$ cat src/rtl/add_arbiter_pkg.sv
// Shared definitions for the round-robin adder arbiter: FSM encoding and
// default sizing.
package add_arbiter_pkg;

    localparam int NREQ_DEF  = 4;
    localparam int WIDTH_DEF = 8;

    typedef enum logic [1:0] {
        ST_IDLE = 2'd0,
        ST_LOAD = 2'd1,
        ST_DONE = 2'd2
    } state_t;

endpackage : add_arbiter_pkg

$ cat src/rtl/adder.sv
// Plain ripple-carry adder. The result wraps modulo 2^WIDTH and there is no
// carry-out port, so callers rebuild the carry from the operand and sum MSBs.
module adder #(
    parameter int WIDTH = 8
) (
    input  logic [WIDTH-1:0] in1,
    input  logic [WIDTH-1:0] in2,
    output logic [WIDTH-1:0] out
);

    // Bit-serial carry chain, LSB first.
    always_comb begin
        logic c;
        // NOTE: every variable written in always_comb gets a value before any
        // branch or loop reads it; otherwise synthesis infers a latch.
        c   = 1'b0;
        out = '0;
        for (int i = 0; i < WIDTH; i++) begin
            out[i] = in1[i] ^ in2[i] ^ c;
            c      = (in1[i] & in2[i]) | (c & (in1[i] ^ in2[i]));
        end
    end

endmodule : adder

$ cat src/rtl/add_arbiter.sv
// Round-robin arbiter sharing one adder among NREQ requesters. A transaction
// takes three cycles: grant and latch operands (IDLE->LOAD), register the sum
// (LOAD->DONE), and pulse done before releasing the grant (DONE->IDLE).
module add_arbiter
    import add_arbiter_pkg::*;
#(
    parameter int NREQ  = NREQ_DEF,
    parameter int WIDTH = WIDTH_DEF
) (
    input  logic                  clk,
    input  logic                  rst_n,
    input  logic [NREQ-1:0]       req,
    input  logic [NREQ*WIDTH-1:0] op_a,
    input  logic [NREQ*WIDTH-1:0] op_b,
    output logic [NREQ-1:0]       gnt,
    output logic                  done,
    output logic [WIDTH-1:0]      sum,
    output logic                  carry,
    output logic                  busy
);

    localparam int PTR_W = (NREQ > 1) ? $clog2(NREQ) : 1;

    state_t             r_state;
    state_t             w_state_nxt;
    logic [PTR_W-1:0]   r_ptr;
    logic [WIDTH-1:0]   r_op_a;
    logic [WIDTH-1:0]   r_op_b;
    logic [NREQ-1:0]    r_gnt;
    logic [WIDTH-1:0]   r_sum;
    logic               r_carry;

    logic               w_found_hi;
    logic               w_found_any;
    logic [PTR_W-1:0]   w_win_hi;
    logic [PTR_W-1:0]   w_win_lo;
    logic [PTR_W-1:0]   w_winner;
    logic [NREQ-1:0]    w_gnt_new;
    logic [WIDTH-1:0]   w_sel_a;
    logic [WIDTH-1:0]   w_sel_b;
    logic [WIDTH-1:0]   w_adder_out;
    logic               w_carry;
    logic [PTR_W-1:0]   w_gnt_idx;
    logic [PTR_W-1:0]   w_ptr_nxt;

    // Round-robin pick: lowest requester at or above ptr, else lowest overall
    // (the wrap from NREQ-1 back to 0).
    always_comb begin
        w_found_hi  = 1'b0;
        w_found_any = 1'b0;
        w_win_hi    = '0;
        w_win_lo    = '0;
        for (int i = 0; i < NREQ; i++) begin
            if (req[i] && (PTR_W'(i) >= r_ptr) && !w_found_hi) begin
                w_found_hi = 1'b1;
                w_win_hi   = PTR_W'(i);
            end
            if (req[i] && !w_found_any) begin
                w_found_any = 1'b1;
                w_win_lo    = PTR_W'(i);
            end
        end
        w_winner  = w_found_hi ? w_win_hi : w_win_lo;
        w_gnt_new = NREQ'(1) << w_winner;
    end

    // Operand mux selecting the winner's slices.
    always_comb begin
        w_sel_a = '0;
        w_sel_b = '0;
        for (int i = 0; i < NREQ; i++) begin
            if (PTR_W'(i) == w_winner) begin
                w_sel_a = op_a[i*WIDTH +: WIDTH];
                w_sel_b = op_b[i*WIDTH +: WIDTH];
            end
        end
    end

    // Index of the current owner, used to advance the pointer past it.
    always_comb begin
        w_gnt_idx = '0;
        for (int i = 0; i < NREQ; i++) begin
            if (r_gnt[i]) begin
                w_gnt_idx = PTR_W'(i);
            end
        end
        w_ptr_nxt = (w_gnt_idx == PTR_W'(NREQ - 1)) ? '0 : w_gnt_idx + PTR_W'(1);
    end

    // The shared adder only ever sees the latched operands.
    adder #(
        .WIDTH (WIDTH)
    ) u_adder (
        .in1 (r_op_a),
        .in2 (r_op_b),
        .out (w_adder_out)
    );

    assign w_carry = (r_op_a[WIDTH-1] & r_op_b[WIDTH-1])
                   | ((r_op_a[WIDTH-1] ^ r_op_b[WIDTH-1]) & ~w_adder_out[WIDTH-1]);

    // Next-state logic for the three-phase transaction.
    always_comb begin
        w_state_nxt = r_state;
        case (r_state)
            ST_IDLE: if (w_found_any) w_state_nxt = ST_LOAD;
            ST_LOAD: w_state_nxt = ST_DONE;
            ST_DONE: w_state_nxt = ST_IDLE;
            default: w_state_nxt = ST_IDLE;
        endcase
    end

    // State register; reset aborts any transaction in flight.
    always_ff @(posedge clk) begin
        // NOTE: sequential state uses non-blocking assignments so every
        // register samples pre-edge values, independent of statement order.
        if (!rst_n) begin
            r_state <= ST_IDLE;
        end else begin
            r_state <= w_state_nxt;
        end
    end

    // Datapath registers, each updated only in the phase that owns it.
    always_ff @(posedge clk) begin
        if (!rst_n) begin
            r_ptr   <= '0;
            r_op_a  <= '0;
            r_op_b  <= '0;
            r_gnt   <= '0;
            r_sum   <= '0;
            r_carry <= 1'b0;
        end else begin
            case (r_state)
                ST_IDLE: begin
                    if (w_found_any) begin
                        r_op_a <= w_sel_a;
                        r_op_b <= w_sel_b;
                        r_gnt  <= w_gnt_new;
                    end
                end
                ST_LOAD: begin
                    r_sum   <= w_adder_out;
                    r_carry <= w_carry;
                end
                ST_DONE: begin
                    r_gnt <= '0;
                    r_ptr <= w_ptr_nxt;
                end
                default: ;
            endcase
        end
    end

    assign gnt   = r_gnt;
    assign sum   = r_sum;
    assign carry = r_carry;
    assign done  = (r_state == ST_DONE);
    assign busy  = (r_state != ST_IDLE);

endmodule : add_arbiter
$ cat config.mk
export PLATFORM = sky130hd
export DESIGN_NAME = add_arbiter
export DESIGN_NICKNAME = d
export VERILOG_FILES = /design/src/rtl/add_arbiter_pkg.sv /design/src/rtl/adder.sv /design/src/rtl/add_arbiter.sv
export SDC_FILE = /design/constraint.sdc
export NUM_CORES = 1
export LEC_CHECK = 0
export ABC_CLOCK_PERIOD_IN_PS = 2900
export BUFFER_PORTS_ARGS = -buffer_cell sky130_fd_sc_hd__buf_2
export CORE_MARGIN = 5
export CORE_UTILIZATION = 30
export CTS_BUF_LIST = sky130_fd_sc_hd__clkbuf_4 sky130_fd_sc_hd__clkbuf_8
export CTS_CLUSTER_SIZE = 30
export DETAILED_ROUTE_END_ITERATION = 8
export PLACE_DENSITY = 0.63
export SLEW_MARGIN = 20
export SYNTH_ARGS = -nofsm -noshare
export SYNTH_HDL_FRONTEND = slang
export SYNTH_HIERARCHICAL = 1
export SYNTH_SLANG_ARGS = --single-unit
export TNS_END_PERCENT = 100
$ cat constraint.sdc
create_clock -name clk -period 2.9 [get_ports clk]
set_input_delay 0.87 -clock clk [delete_from_list [all_inputs] [get_ports clk]]
set_output_delay 0.87 -clock clk [all_outputs]
set_load 0.05 [all_outputs]
==> results by group <==
Setup path
  • Setup CP Type: flip-flop to flip-flop
  • Nature of the critical path startpoint: flip-flop
  • CP max stage delay: 0.36 ns
  • Crit-path cells: ha_4, inv_2, fa_2, inv_2, fa_2, fa_2, fa_2, fa_2, fa_2, xor3_1, inv_1, a21oi_2, a21oi_1
  • Crit path max-delay cell type: fa_2
  • Worst Setup End Kind: flip-flop
  • Internal reg-to-reg setup slack: -0.24 ns
  • Worst EP arrival: 3.29 ns
  • Largest fanout on the critical path: 2
  • Top cell by count, worst path: fa_2
  • Worst path top cell family by delay: adder cells
  • R2R depth: 13
  • RR Endpoint: carry$_SDFFE_PN0N_
  • RR Startpoint: r_op_a[0]$_SDFFE_PN0P_
  • Worst Path Required: 3.05 ns
  • Crit path buf inv count: 3

Power and ir drop
  • Switching share of power: 34.0%
  • Sequential power share: 41.5%
  • Pwr Total: 1300 µW
  • Leakage power: 0.00107 µW
  • Power Dens Cells: 517 nW/µm²
  • Int Pwr: around 860 µW
  • Combinational Power Share: 30.6%
  • Worst VDD drop: ~0.19 mV
  • Switching power: 444 µW
  • Clk pwr share: 27.9%

STA
  • Total setup violations reported at the end of the flow: 3
  • Hold slack: between 0.4 and 0.5 ns
  • Worst Clk Skew: 0.00547 ns
  • Unrepaired setup endpoints after global routing: true
  • Worst slew margin: roughly three fifths
  • Fmax: about 320 MHz
  • Slew Viols, Final: 0
  • Final setup TNS: -0.460 ns
  • Worst slew pin tran: between 0.5 and 0.6 ns
  • Final WS setup: -0.243 ns
  • Final min period: 3.14 ns
  • Period utilisation layout: 108%
  • Hold Violations, Final: 0

Layout
  • Layout Nets: 386
  • Register area: 663 µm²
  • Multi-input logic area: 1160 µm²
  • Post-Route Utilization: between 40% and 50%
  • Layout cells sized above 1: 37.0%
  • Diodes inserted: 0
  • Area grow syn2layout: 32.0%
  • # fillers: 671

Route
  • Residual DRC count: 0
  • Vias: 2,024
  • Avg WL per Cell: 16.2 µm
  • Routed WL: 6.22 mm
  • Via density: 5.26
  • Initial DRC count: roughly 110
  • Drt first pass iters: 5
  • Routed Antenna Nets: 0

Placement
  • Post-DP HPWL: about 4.8 mm
  • Pre-CTS WS: -0.235 ns
  • Gpl congestion: 0.773
  • Port Buffers: 84

Floorplanning
  • Die height: 89.8 µm
  • Full die area: 8060 µm²
  • Core Area: 6280 µm²
  • Initial Util: 30.4%
  • I/O pins: 85
  • Num rows: 29
  • Die Wd: 89.8 µm

Global routing
  • Global route overflow: 0
  • GRT Util Overall: 15.5%
  • First-pass GRT wire length: 10.2 mm
  • Antenna violations before repair: 0
  • Pin count of the biggest net entering global routing: 30
  • Number of global-route vias before repair: roughly 2,100

Synth
  • Most frequent cells after synthesis: 33 x dfxtp_1, 24 x nor2_1, 21 x a21oi_1, 21 x nand2_1, 15 x o32ai_1
  • Most used DFF post-synth: dfxtp_1
  • Unique masters post-synth: 35
  • Ys Warns: 6
  • Register bit total from synthesis: 33
  • Top-area cell type share of the netlist area: between 30% and 40%
  • Sequential cell area fraction in the yosys report: 34.6%
  • Post-synth EDFFs: 0
  • Area contributors post-synth: dfxtp_1 35%, o32ai_1 6.9%, fa_1 6.3%
  • Syn nets: approximately 310
  • Mapped Avg Cell Area: ~8.4 µm²
  • Most frequent cell after synthesis: dfxtp_1
  • Cells after synthesis: 228
  • Syn Std Cell Area: 1910 µm²
  • Yosys top cell by area: dfxtp_1
  • Async set or reset register ratio after synthesis: 0%

Clock tree
  • H-tree depth: 2
  • # clock sinks: 33
  • Num CTS Buffers: 5
  • Root Driver: clkbuf_8
  • Worst-path clk slew: approximately 0.07 ns
  • Hold-fix buffers at CTS: 0
  • CTS tree: yes
  • Clock buffer depth: 2
  • Insertion delay to the later sink of the worst-skew pair: 0.29 ns

Outcome
  • Status: finished with violations
  • Violated checks: negative setup slack

Flow run
  • Max cap viols: 0

Min path
  • Worst hold start: sum[1]$_SDFFE_PN0N_
  • Worst Hold End: sum[1]$_SDFFE_PN0N_
  • Hold path depth: 2
  • Min-Delay Path Class: flip-flop to flip-flop
per-stage QoR:
| step | instances | area, µm² |
|---|---|---|
| after floorplan | 228 | 1920 |
| after global placement | 377 | 2400 |
| after detailed placement | 377 | 2400 |
| after CTS | 385 | 2510 |
| after global routing | 385 | 2520 |
| final | 385 | 2520 |
placed cells by master, fill, tap and decap left out, drive strengths merged, types with 2 or more instances in the layout:
master and n:
a2111oi 2, a211o 2, a21oi 21, a221oi 13, a22oi 13, buf 91
clkbuf 7, dfxtp 33, fa 6, ha 2, inv 11, nand2 21
nand2b 4, nand3 5, nor2 24, nor2b 5, nor3 6, o21ai 10
o22ai 2, o32ai 15, or2 3, or3 2
timing repair:
item	CTS	global route
pin swaps	1	1
gates resized for setup	6	2
endpoints found under the setup margin	3	3
buffers inserted	1	0
hold endpoints to repair	0	0
power groups by stage:
stage	clock, µW	combinational (µW)	sequential (µW)
floorplan	0	209	591
global placement	0	380	548
detailed placement	0	384	549
CTS	367	396	540
global route	392	435	548
finish	364	398	542
logic make-up after synthesis:
kind of cell / Yosys count / share of synthesized area [%]
flops: 33 / 34.6
compound gates: 86 / 33.2
buf+inv: 29 / 6.48
fa+ha+maj: 8 / 7.60
simple gates: 71 / 16.9
xor+xnor: 1 / 1.24
routing by layer:
layer  global-route usage [%]  vias up  share of wire [%]
met5                        0        -                  0
met4                     6.30        0                2.0
met3                     3.42        9                6.8
met2                     24.7       65                 46
met1                     20.1      934                 45
li1                         -     1016                  -
worst register-to-register path, delay by kind of cell (launching register included):
family	cells	cell delay (ns)
fa+ha+maj	7	2.07
flops	1	0.33
compound gates	2	0.19
xor+xnor	1	0.25
buf+inv	3	0.16
area by class of cell:
class / instances / area share (%)
Multi-Input combinational cell: 166 / 45.9
Sequential cell: 33 / 26.3
Timing Repair Buffer: 91 / 18.8
Tap cell: 77 / 3.82
Clock buffer: 7 / 3.57
Inverter: 11 / 1.64
registers in the layout (all words and copies together), names as in the netlist:
name	cells
r_state	2
carry	1
gnt	4
sum	8
r_op_a	8
r_op_b	8
r_ptr	2
worst max path at each step:
stage / depth (start not counted) / to / slack [ns] / start
floorplan: 13 / carry$_SDFFE_PN0N_ / -0.07 / r_op_a[0]$_SDFFE_PN0P_
global placement: 13 / carry$_SDFFE_PN0N_ / -0.18 / r_op_a[0]$_SDFFE_PN0P_
detailed placement: 13 / carry$_SDFFE_PN0N_ / -0.24 / r_op_a[0]$_SDFFE_PN0P_
CTS: 13 / carry$_SDFFE_PN0N_ / -0.17 / r_op_a[0]$_SDFFE_PN0P_
global route: 13 / carry$_SDFFE_PN0N_ / -0.33 / r_op_a[0]$_SDFFE_PN0P_
finish: 13 / carry$_SDFFE_PN0N_ / -0.24 / r_op_a[0]$_SDFFE_PN0P_
(Power assumes the default switching activity.)
